--- src/rtl/psum_accumulator.sv ---
// psum_accumulator: sums kernelCount signed partial sums on top of a per-output
// bias, requantises (arithmetic shift right + saturation to dataWidth) and hands
// the result downstream over a valid/ready handshake.
// Optional feature macro: PSUM_RELU_EN (clamp negative results to zero).
module psum_accumulator #(
  parameter int dataWidth   = 16,
  parameter int accWidth    = 32,
  parameter int kernelCount = 9,
  parameter int shiftAmt    = 8
) (
  input  logic                 clk,
  input  logic                 rst,
  input  logic                 in_valid,
  output logic                 in_ready,
  input  logic [dataWidth-1:0] psum,
  input  logic [dataWidth-1:0] bias,
  output logic                 out_valid,
  input  logic                 out_ready,
  output logic [dataWidth-1:0] out_data,
  output logic                 busy
);

  localparam int CntW = $clog2(kernelCount + 1);
  localparam logic [CntW-1:0] LastCnt = CntW'(kernelCount - 1);

  // Saturation bounds expressed at accumulator width.
  localparam logic signed [accWidth-1:0] SatMax =
    {{(accWidth-dataWidth+1){1'b0}}, {(dataWidth-1){1'b1}}};
  localparam logic signed [accWidth-1:0] SatMin =
    {{(accWidth-dataWidth+1){1'b1}}, {(dataWidth-1){1'b0}}};

  typedef enum logic [1:0] {
    ST_IDLE  = 2'd0,
    ST_ACCUM = 2'd1,
    ST_OUT   = 2'd2
  } state_e;

  state_e                state_q, state_d;
  logic [accWidth-1:0]   acc_q, acc_d;
  logic [CntW-1:0]       cnt_q, cnt_d;
  logic [dataWidth-1:0]  out_data_q, out_data_d;

  logic [accWidth-1:0]   psum_ext_s;
  logic [accWidth-1:0]   bias_ext_s;
  logic [accWidth-1:0]   sum_first_s;
  logic [accWidth-1:0]   sum_next_s;

  // Sign-extend a dataWidth value to accumulator width.
  function automatic logic [accWidth-1:0] sext(input logic [dataWidth-1:0] v);
    sext = {{(accWidth-dataWidth){v[dataWidth-1]}}, v};
  endfunction

  // Shift, saturate to dataWidth and optionally clamp negatives to zero.
  function automatic logic [dataWidth-1:0] requant(input logic [accWidth-1:0] a);
    logic signed [accWidth-1:0] r;
    logic [dataWidth-1:0]       sat;
    r = $signed(a) >>> shiftAmt;
    if (r > SatMax) begin
      sat = SatMax[dataWidth-1:0];
    end else if (r < SatMin) begin
      sat = SatMin[dataWidth-1:0];
    end else begin
      sat = r[dataWidth-1:0];
    end
`ifdef PSUM_RELU_EN
    if (sat[dataWidth-1]) begin
      requant = {dataWidth{1'b0}};
    end else begin
      requant = sat;
    end
`else
    requant = sat;
`endif
  endfunction

  assign psum_ext_s  = sext(psum);
  assign bias_ext_s  = sext(bias);
  assign sum_first_s = bias_ext_s + psum_ext_s;
  assign sum_next_s  = acc_q + psum_ext_s;

  // Handshake outputs are pure state decodes; no path from out_ready to in_ready.
  assign in_ready  = (state_q != ST_OUT);
  assign out_valid = (state_q == ST_OUT);
  assign busy      = (state_q != ST_IDLE);
  assign out_data  = out_data_q;

  // Next-state, accumulator and result computation.
  always_comb begin
    state_d    = state_q;
    acc_d      = acc_q;
    cnt_d      = cnt_q;
    out_data_d = out_data_q;
    case (state_q)
      ST_IDLE: begin
        if (in_valid) begin
          acc_d = sum_first_s;
          cnt_d = CntW'(1);
          if (kernelCount == 1) begin
            out_data_d = requant(sum_first_s);
            state_d    = ST_OUT;
          end else begin
            state_d    = ST_ACCUM;
          end
        end else begin
          state_d = ST_IDLE;
        end
      end
      ST_ACCUM: begin
        if (in_valid) begin
          acc_d = sum_next_s;
          cnt_d = cnt_q + CntW'(1);
          if (cnt_q == LastCnt) begin
            out_data_d = requant(sum_next_s);
            state_d    = ST_OUT;
          end else begin
            state_d    = ST_ACCUM;
          end
        end else begin
          state_d = ST_ACCUM;
        end
      end
      ST_OUT: begin
        if (out_ready) begin
          state_d = ST_IDLE;
        end else begin
          state_d = ST_OUT;
        end
      end
      default: begin
        state_d = ST_IDLE;
      end
    endcase
  end

  // State and datapath registers with synchronous reset.
  always_ff @(posedge clk) begin
    if (rst) begin
      state_q    <= ST_IDLE;
      acc_q      <= {accWidth{1'b0}};
      cnt_q      <= {CntW{1'b0}};
      out_data_q <= {dataWidth{1'b0}};
    end else begin
      state_q    <= state_d;
      acc_q      <= acc_d;
      cnt_q      <= cnt_d;
      out_data_q <= out_data_d;
    end
  end

endmodule

--- config.mk ---
export PLATFORM = sky130hd
export DESIGN_NAME = psum_accumulator
export DESIGN_NICKNAME = d
export VERILOG_FILES = /design/src/rtl/psum_accumulator.sv
export SDC_FILE = /design/constraint.sdc
export NUM_CORES = 1
export LEC_CHECK = 0
export CAP_MARGIN = 25
export CORE_MARGIN = 5
export CORE_UTILIZATION = 45
export CTS_BUF_LIST = sky130_fd_sc_hd__clkbuf_4
export DETAILED_ROUTE_END_ITERATION = 6
export GPL_TIMING_DRIVEN = 0
export PLACE_DENSITY = 0.64
export SYNTH_ARGS = -nofsm -noshare
export SYNTH_HDL_FRONTEND = slang
export SYNTH_SLANG_ARGS = --single-unit
--- constraint.sdc ---
create_clock -name clk -period 9.54 [get_ports clk]
set_input_delay 0.954 -clock clk [delete_from_list [all_inputs] [get_ports clk]]
set_output_delay 0.954 -clock clk [all_outputs]
set_load 0.1 [all_outputs]
# After elaboration in Yosys (flattened, before gate mapping)

Cells that the tools add are included.

Latch bits: 0
Bits of input ports: 36
Memories: 0
Bits in read-only memories: 0
Word-level logic and storage cells: 33
Register bits: 54
Bits in writable memories: 0

Eq/ne operators: 6
Add/subtract/negate cells: 3
Bitwise logic cells: 0
Muxes and demuxes: 13
Divide/modulo/power cells: 0
Reductions and logical operators: 5
Shift-type cells: 0
$lt $le $gt $ge: 2
$mul: 0

Operators by type and width:

| operator                                              | count |
|---|---|
| two-way mux 32 bit                                    | 2 |
| case mux 32 bit (2 select lines)                      | 1 |
| adder 32 bit                                          | 1 |
| two-way mux 16 bit                                    | 2 |
| > comparator 24 x 16 -> 1 bit (second input constant) | 1 |
| < comparator 24 x 16 -> 1 bit (second input constant) | 1 |
| adder 16 x 16 -> 17 bit                               | 1 |
| two-way mux 4 bit                                     | 2 |
| case mux 4 bit (2 select lines)                       | 1 |
| two-way mux 2 bit                                     | 3 |
| != test 2 bit (second input constant)                 | 3 |
| case mux 2 bit (3 select lines)                       | 1 |
| AND reduction 3 bit                                   | 2 |
| adder 4 x 1 -> 4 bit (second input constant)          | 1 |
| == test 4 bit (second input constant)                 | 1 |
| nonzero test 2 bit                                    | 2 |
| == test 2 x 1 -> 1 bit (second input constant)        | 1 |
| == test 2 bit (second input constant)                 | 1 |
| zero test 2 bit                                       | 1 |
| two-way mux 1 bit                                     | 1 |

# Depth between registers and ports, before layout

Gate-level depths: netlist of the first run.

Depth after elaboration: 4
Mapped depth: 13

# Worst setup path after synthesis of the first run

Ideal clock, no wire load.

Path kind: input to register
Start point: input port psum[0]
End point: register out_data_q[5], in the netlist out_data[5]
Path buffers: 1
Setup slack: 5.670 ns
Arrival: 3.733 ns
Stages: 12
Path through: ha_1 fa_1 a211oi_2 o21ai_2 a2111oi_4 nor2_2 a31oi_1 xnor2_1 or3_4 o41ai_4 buf_6 o32ai_2

Cells in the longest elaborated chain, start to end: 4
Elaborated cells on any way between the ends: 5
Classes of those cells: 1 x add/sub; 2 x order compare; 2 x mux

Ends and longest elaborated chain:

| what                          | RTL line | source |
|---|---|---|
| start: declaration            | 15       | `input logic [dataWidth-1:0] psum,` |
| adder 32 bit (*)              | 79       | `assign sum_next_s = acc_q + psum_ext_s;` |
| < comparator 24 x 16 -> 1 bit | 60       | `end else if (r < SatMin) begin` |
| two-way mux 16 bit            | 60       |  |
| two-way mux 16 bit (*)        | 58       | `if (r > SatMax) begin` |
| end signal: assignment        | 141      | `out_data_q <= {dataWidth{1'b0}};` |
| end signal: assignment        | 146      | `out_data_q <= out_data_d;` |
| end: declaration              | 41       | `logic [dataWidth-1:0] out_data_q, out_data_d;` |

Mark *: on every way between the ends. The rest lies on a longest branch, timed or not.
A chain may end at the register's enable or synchronous reset.

# Final worst setup path of the first run

Start point: input port psum[15]
End point: register out_data_q[12], in the netlist out_data[12]

The elaborated chain is that of the path after synthesis.

==> reports/metrics.yaml, run 1 <==
timing:
  fmax_mhz: 191
  period_needed_ps: 5240
  worst_pin_slew_ps: 1080
  final-hold-violation-count: 0
  slew_headroom: 0.278
  rsz0062_at_grt: "false"
  fin_setup_tns_ps: 0
  setup_viol: 0
  fin_crit_sh: 0.549
  slew_viol_final: 0
  skew_ps: 35.4
global_routing:
  grt_pass1_vias: 4898
  grt_overflow: 0
  grt_pass1_wl_mm: 24.9
  grt_start_max_net_pins: 19
  track_usage: 0.236
  antenna_found_initial: 1
setup_path:
  start_kind: "input pin"
  cpMostUsedCell: "nand3_1"
  crit_arrival_ps: 5520
  critPathMaxFanout: 18
  worstSetupPathType: "input pin to register"
  critPathRequiredTime_ps: 9820
  critPathMaxStageDelay_ps: 1110
  rr_worst_depth: 12
  end_kind: "register"
  r2r_slack_ps: 5720
  critical-path-slowest-cell: "clkdlybuf4s50_1"
  crit_chain: "clkdlybuf4s50_1 -> ha_1 -> buf_2 -> a21oi_1 -> o21ai_0 -> a221oi_1 -> nand3_1 -> a311oi_1 -> xor2_1 -> nand3_1 -> o41ai_4 -> buf_6 -> o32ai_2"
floorplan:
  dieHeight_um: 115
  die_x_um: 115
  core_um2: 10800
  rows: 38
  ios: 55
  start_util: 0.460
  die_area_um2: 13300
pwr:
  p_total_uw: 715
  power.density_nw_per_um2: 124
  p_leak_nw: 2.29
  vdd_drop_max_mv: 0.0855
clock_network:
  cts_tree: "built"
  path_clk_slew_ps: 160
  ctsResizeCount: 0
  clock_latency_ps: 440
  root_buffer: "clkbuf_4"
  clock-sinks: 54
  clockBufferDepth: 2
  h-tree-depth: 2
  numCtsBuffers: 5
  ctsHoldBuffers: 0
  cts_setup_buffers: 0
route:
  wl_per_cell_um: 18.3
  wl_mm: 15.5
  first_pass_iters: 5
  drc: 0
  vias: 5042
  drt_iter0_drc: 386
  vias_per_cell: 5.97
  ant_nets: 0
layout:
  syn2layout_area_growth_pct: 15.6
  fin_util: 0.532
  fin_area_um2: 5770
  drive_gt1_frac: 0.0725
  num-nets-final: 790
logic_synthesis:
  ys_seq_elements: 54
  synth_flop_cell: "dfxtp_1"
  syn_area_um2: 4990
  synth_edf_count: 0
  synth.top_cells.by_area: "dfxtp_1 (22%), ha_1 (12%), nor2_1 (6.7%), a21oi_1 (5.2%), nand2_1 (4.9%)"
  synth_warnings: 0
  yosysTopAreaCell: "dfxtp_1"
  syn_avg_cell_area_um2: 7.75
  yosysMostFrequentCell: "nor2_1"
  synth-async-reset-ratio: 0
  syn_nets: 730
  synth.distinct_cells: 76
  synth_top_area_share: 0.217
  synth_common_cells: "nor2_1 (89), nand2_1 (65), dfxtp_1 (54)"
  synth_seq_area_share: 0.217
  syn_inst: 643
place:
  place.gp.congestion: 0.926
  dpl_cell_area_um2: 5690
  dp_hpwl_mm: 12.1
  port_buffers: 53
run_status:
  status: "finished clean"
hold_path:
  whs_path_depth: 2
  worstHoldPathType: "register to register"
job:
  drv_cap: 0
## layer usage
layer | routed length [µm] | GRT usage | share of wire
met2 | 7380 | 0.401 | 0.48
met4 | 252 | 0.0563 | 0.016
met5 | 0 | 0 | 0
met3 | 786 | 0.0374 | 0.051
met1 | 7050 | 0.314 | 0.46
## flip-flops by register name (all words and copies together) (netlist names)
name / count
state_q: 2
acc_q: 32
out_data: 16
cnt_q: 4
## cells in the final DEF, fill, tap and decap left out, drive strengths merged, types with 14 or more instances in the layout
| cell | instances |
|---|---|
| a211oi | 24 |
| a21oi | 54 |
| clkbuf | 29 |
| clkdlybuf4s50 | 53 |
| dfxtp | 54 |
| ha | 49 |
| inv | 17 |
| nand2 | 65 |
| nor2 | 90 |
| nor3 | 23 |
| o21ai | 29 |
| o32ai | 15 |
| xnor2 | 19 |
| xor2 | 14 |
## stage by stage
stage	worst slack [ps]	std cells	hold slack [ps]
after global placement	3970	836	449
after global routing	4130	844	505
final	4300	844	483
after floorplan	5670	643	440
after detailed placement	4020	836	461
after CTS	4430	843	482
## kinds of logic (layout without fill, tap and decap cells)
| family | after synthesis | in the layout | share of synthesized area |
|---|---|---|---|
| mux | 6 | 6 | 0.0125 |
| flops | 54 | 54 | 0.217 |
| compound gates | 201 | 201 | 0.303 |
| simple gates | 245 | 245 | 0.235 |
| buf+inv | 53 | 113 | 0.0437 |
| other cells | 0 | 1 | 0 |
| fa+ha+maj | 51 | 51 | 0.131 |
| xor+xnor | 33 | 33 | 0.0580 |
## path summary, 6_finish.rpt
kind	start	end
setup / recovery	psum[15]	out_data[12]
hold / removal	acc_q[7]	acc_q[7]
setup reg to reg	acc_q[15]	out_data[12]
hold reg to reg	acc_q[7]	acc_q[7]
## power by group
part / switching (mW) / leakage, nW / total [mW] / internal (mW)
logic: 0.202 / 1.81 / 0.332 / 0.130
clock network: 0.0811 / 0.0387 / 0.134 / 0.0531
registers: 0.00868 / 0.443 / 0.249 / 0.240
## final cells by class
| class | instances | area (µm²) |
|---|---|---|
| antenna | 1 | 2.50 |
| buffer | 36 | 154 |
| clock buffer | 5 | 37.5 |
| clock inverter | 2 | 33.8 |
| fill | 1098 | 5070 |
| inverter | 17 | 63.8 |
| multi-input combinational | 536 | 3690 |
| sequential | 54 | 1080 |
| tap | 140 | 175 |
| timing repair buffer | 53 | 531 |
## critical path, delay by kind of cell
kind	cells	cell delay (ps)
compound gates	6	1930
buf+inv	3	1540
simple gates	2	430
fa+ha+maj	1	370
xor+xnor	1	280
Note: power is estimated with default switching activity, not from simulation.
==> run 2: changes to the inputs <==
==> constraint.sdc (replaced) <==
create_clock -name clk -period 5.1 [get_ports clk]
set_input_delay 0.51 -clock clk [delete_from_list [all_inputs] [get_ports clk]]
set_output_delay 0.51 -clock clk [all_outputs]
set_load 0.1 [all_outputs]
==> results of run 2 <==
Same layout as run 1 (identical final DEF). Status: finished clean.
Main changes from that run: setup slack after placement 4020 ps -> 26.4 ps; setup slack after layout 4300 ps -> 306 ps; register-to-register setup slack 5720 ps -> 1280 ps; total power 0.715 mW -> 1.34 mW; worst IR drop on VDD 0.0855 mV -> 0.160 mV
==> run 3: changes to the inputs <==
--- a/config.mk
+++ b/config.mk
@@ -11,7 +11,10 @@
 export CTS_BUF_LIST = sky130_fd_sc_hd__clkbuf_4
 export DETAILED_ROUTE_END_ITERATION = 6
 export GPL_TIMING_DRIVEN = 0
+export HOLD_SLACK_MARGIN = 0.12
 export PLACE_DENSITY = 0.64
+export RECOVER_POWER = 25
 export SYNTH_ARGS = -nofsm -noshare
 export SYNTH_HDL_FRONTEND = slang
 export SYNTH_SLANG_ARGS = --single-unit
+export TNS_END_PERCENT = 20
==> run 3 against run 2 <==
Effect of this change: sequential power about the same; clock-buffer cell count unchanged; die area unchanged; total power decreased by 0.11%; sequential share of layout area unchanged; clock skew hardly changed; critical path depth unchanged; first-iteration DRC count rose by 2.6%; final cell count unchanged.
==> reports/metrics.yaml, run 3 (same netlist as run 1, synthesis figures left out) <==
route:
  wl_mm: 15.5  # about the same
  drt_iter0_drc: 396  # was 386
  ant_nets: 0  # unchanged
  wl_per_cell_um: 18.3  # about the same
  drc: 0  # unchanged
  vias: 5051  # was 5042
  vias_per_cell: 5.98  # was 5.97
  first_pass_iters: 5  # unchanged
global_routing:
  grt_pass1_vias: 4898  # unchanged
  track_usage: 0.236  # unchanged
  grt_start_max_net_pins: 19  # unchanged
  grt_pass1_wl_mm: 24.9  # unchanged
  antenna_found_initial: 1  # unchanged
  grt_overflow: 0  # unchanged
floorplan:
  dieHeight_um: 115  # unchanged
  rows: 38  # unchanged
  core_um2: 10800  # unchanged
  start_util: 0.460  # unchanged
  ios: 55  # unchanged
  die_area_um2: 13300  # unchanged
  die_x_um: 115  # unchanged
clock_network:
  clock-sinks: 54  # unchanged
  h-tree-depth: 2  # unchanged
  ctsHoldBuffers: 0  # unchanged
  cts_setup_buffers: 0  # unchanged
  root_buffer: "clkbuf_4"  # unchanged
  path_clk_slew_ps: 160  # about the same
  cts_tree: "built"  # unchanged
  clockBufferDepth: 2  # unchanged
  clock_latency_ps: 440  # about the same
  ctsResizeCount: 0  # unchanged
  numCtsBuffers: 5  # unchanged
hold_path:
  whs_path_depth: 2  # unchanged
  hold-path-endpoint: "acc_q[7]"  # unchanged
  worstHoldStart: "acc_q[7]"  # unchanged
  worstHoldPathType: "register to register"  # unchanged
place:
  place.gp.congestion: 0.926  # unchanged
  dp_hpwl_mm: 12.1  # unchanged
  placed_cells: 836  # unchanged
  port_buffers: 53  # unchanged
setup_path:
  worstSetupPathType: "input pin to register"  # unchanged
  crit_arrival_ps: 5080  # about the same
  reg2reg_to: "out_data[12]"  # unchanged
  critPathRequiredTime_ps: 5380  # about the same
  r2r_start: "acc_q[15]"  # unchanged
  critPathMaxFanout: 18  # unchanged
  end_kind: "register"  # unchanged
  rr_worst_depth: 12  # unchanged
  start_kind: "input pin"  # unchanged
  r2r_slack_ps: 1290  # was 1280 ps
timing:
  skew_ps: 35.3  # was 35.4 ps
  setup_viol: 0  # unchanged
  fin_crit_sh: 0.940  # about the same
  final-hold-violation-count: 0  # unchanged
  fmax_mhz: 209  # about the same
  rsz0062_at_grt: "false"  # unchanged
  slew_viol_final: 0  # unchanged
  worst_pin_slew_ps: 1080  # about the same
  fin_setup_tns_ps: 0  # unchanged
  period_needed_ps: 4790  # about the same
  slew_headroom: 0.281  # was 0.278
job:
  drv_cap: 0  # unchanged
pwr:
  vdd_drop_max_mv: 0.159  # was 0.160 mV
  power.density_nw_per_um2: 232  # about the same
  p_leak_nw: 2.32  # was 2.29 nW
  p_sw_frac: 0.407  # was 0.408
  power.switching_uw: 544  # was 546 µW
  internal_power_uw: 792  # about the same
  seqPwrFrac: 0.348  # about the same
  clkPwrFrac: 0.187  # was 0.188
  p_comb_frac: 0.465  # about the same
layout:
  drive_gt1_frac: 0.0725  # unchanged
  largest_register: "acc_q"  # unchanged
  fin_util: 0.532  # unchanged
  num-nets-final: 790  # unchanged
  largest_reg_flops: 32  # unchanged
  syn2layout_area_growth_pct: 15.6  # unchanged
  final_common_cell: "nor2_1"  # unchanged
  instances_no_fill: 844  # unchanged
  layout_common_cells: "nor2_1 (89), nand2_1 (65), dfxtp_1 (54)"  # unchanged
run_status:
  status: "finished clean"  # unchanged
-- run 3: changes by cell type in the layout (fill, tap and decap cells not counted) --
cell / previous run / this run
clkdlybuf4s50_1: 53 / 45
buf_1: 2 / 1
clkbuf_1: 24 / 25
dlygate4sd3_1: 0 / 8
-- run 3: area by class of cell --
type | count | area (µm²)
Clock inverter | 2 | 33.8
Antenna cell | 1 | 2.50
Timing Repair Buffer | 53 | 531
Clock buffer | 5 | 37.5
Inverter | 17 | 63.8
Buffer | 36 | 154
Fill cell | 1098 | 5070
Tap cell | 140 | 175
Multi-Input combinational cell | 536 | 3690
Sequential cell | 54 | 1080
-- run 3: power by group through the flow --
stage	sequential, mW	combinational, mW	clock, mW
after floorplan	0.470	0.453	0
after global placement	0.473	0.601	0
after detailed placement	0.474	0.611	0
after CTS	0.465	0.615	0.258
after global routing	0.469	0.682	0.275
final	0.465	0.621	0.250
-- run 3: critical path, cell delays in order --
cell and delay (ps):
clkdlybuf4s50_1 1110, ha_1 370, buf_2 180, a21oi_1 250
o21ai_0 140, a221oi_1 520, nand3_1 260, a311oi_1 400
xor2_1 280, nand3_1 170, o41ai_4 520, buf_6 250
o32ai_2 100
-- run 3: routing by layer --
layer	vias to the layer above	wire [µm]	global-route usage
met4	0	250	0.0563
met5	-	0	0
met2	136	7360	0.401
li1	2494	-	-
met3	15	874	0.0374
met1	2406	6980	0.314
-- run 3: stage by stage --
stage                     hold slack, ps  worst slack [ps]  area (µm²)  power (mW)
after global routing                 505               138        5770        1.43
final                                482               307        5770        1.34
after CTS                            482               439        5760        1.34
after detailed placement             461              26.4        5690        1.09
after global placement               449             -29.0        5690        1.07
after floorplan                      440              1670        4990       0.923
-- run 3: worst max path at each step --
stage,slack [ps],endpoint,start,cells past startpoint
finish,310,out_data[12],psum[15],13
global route,140,out_data[11],psum[15],13
CTS,440,out_data[12],psum[15],13
detailed placement,30,out_data[10],psum[15],13
global placement,-30,out_data[10],psum[15],13
floorplan,1670,out_data[5],psum[0],12
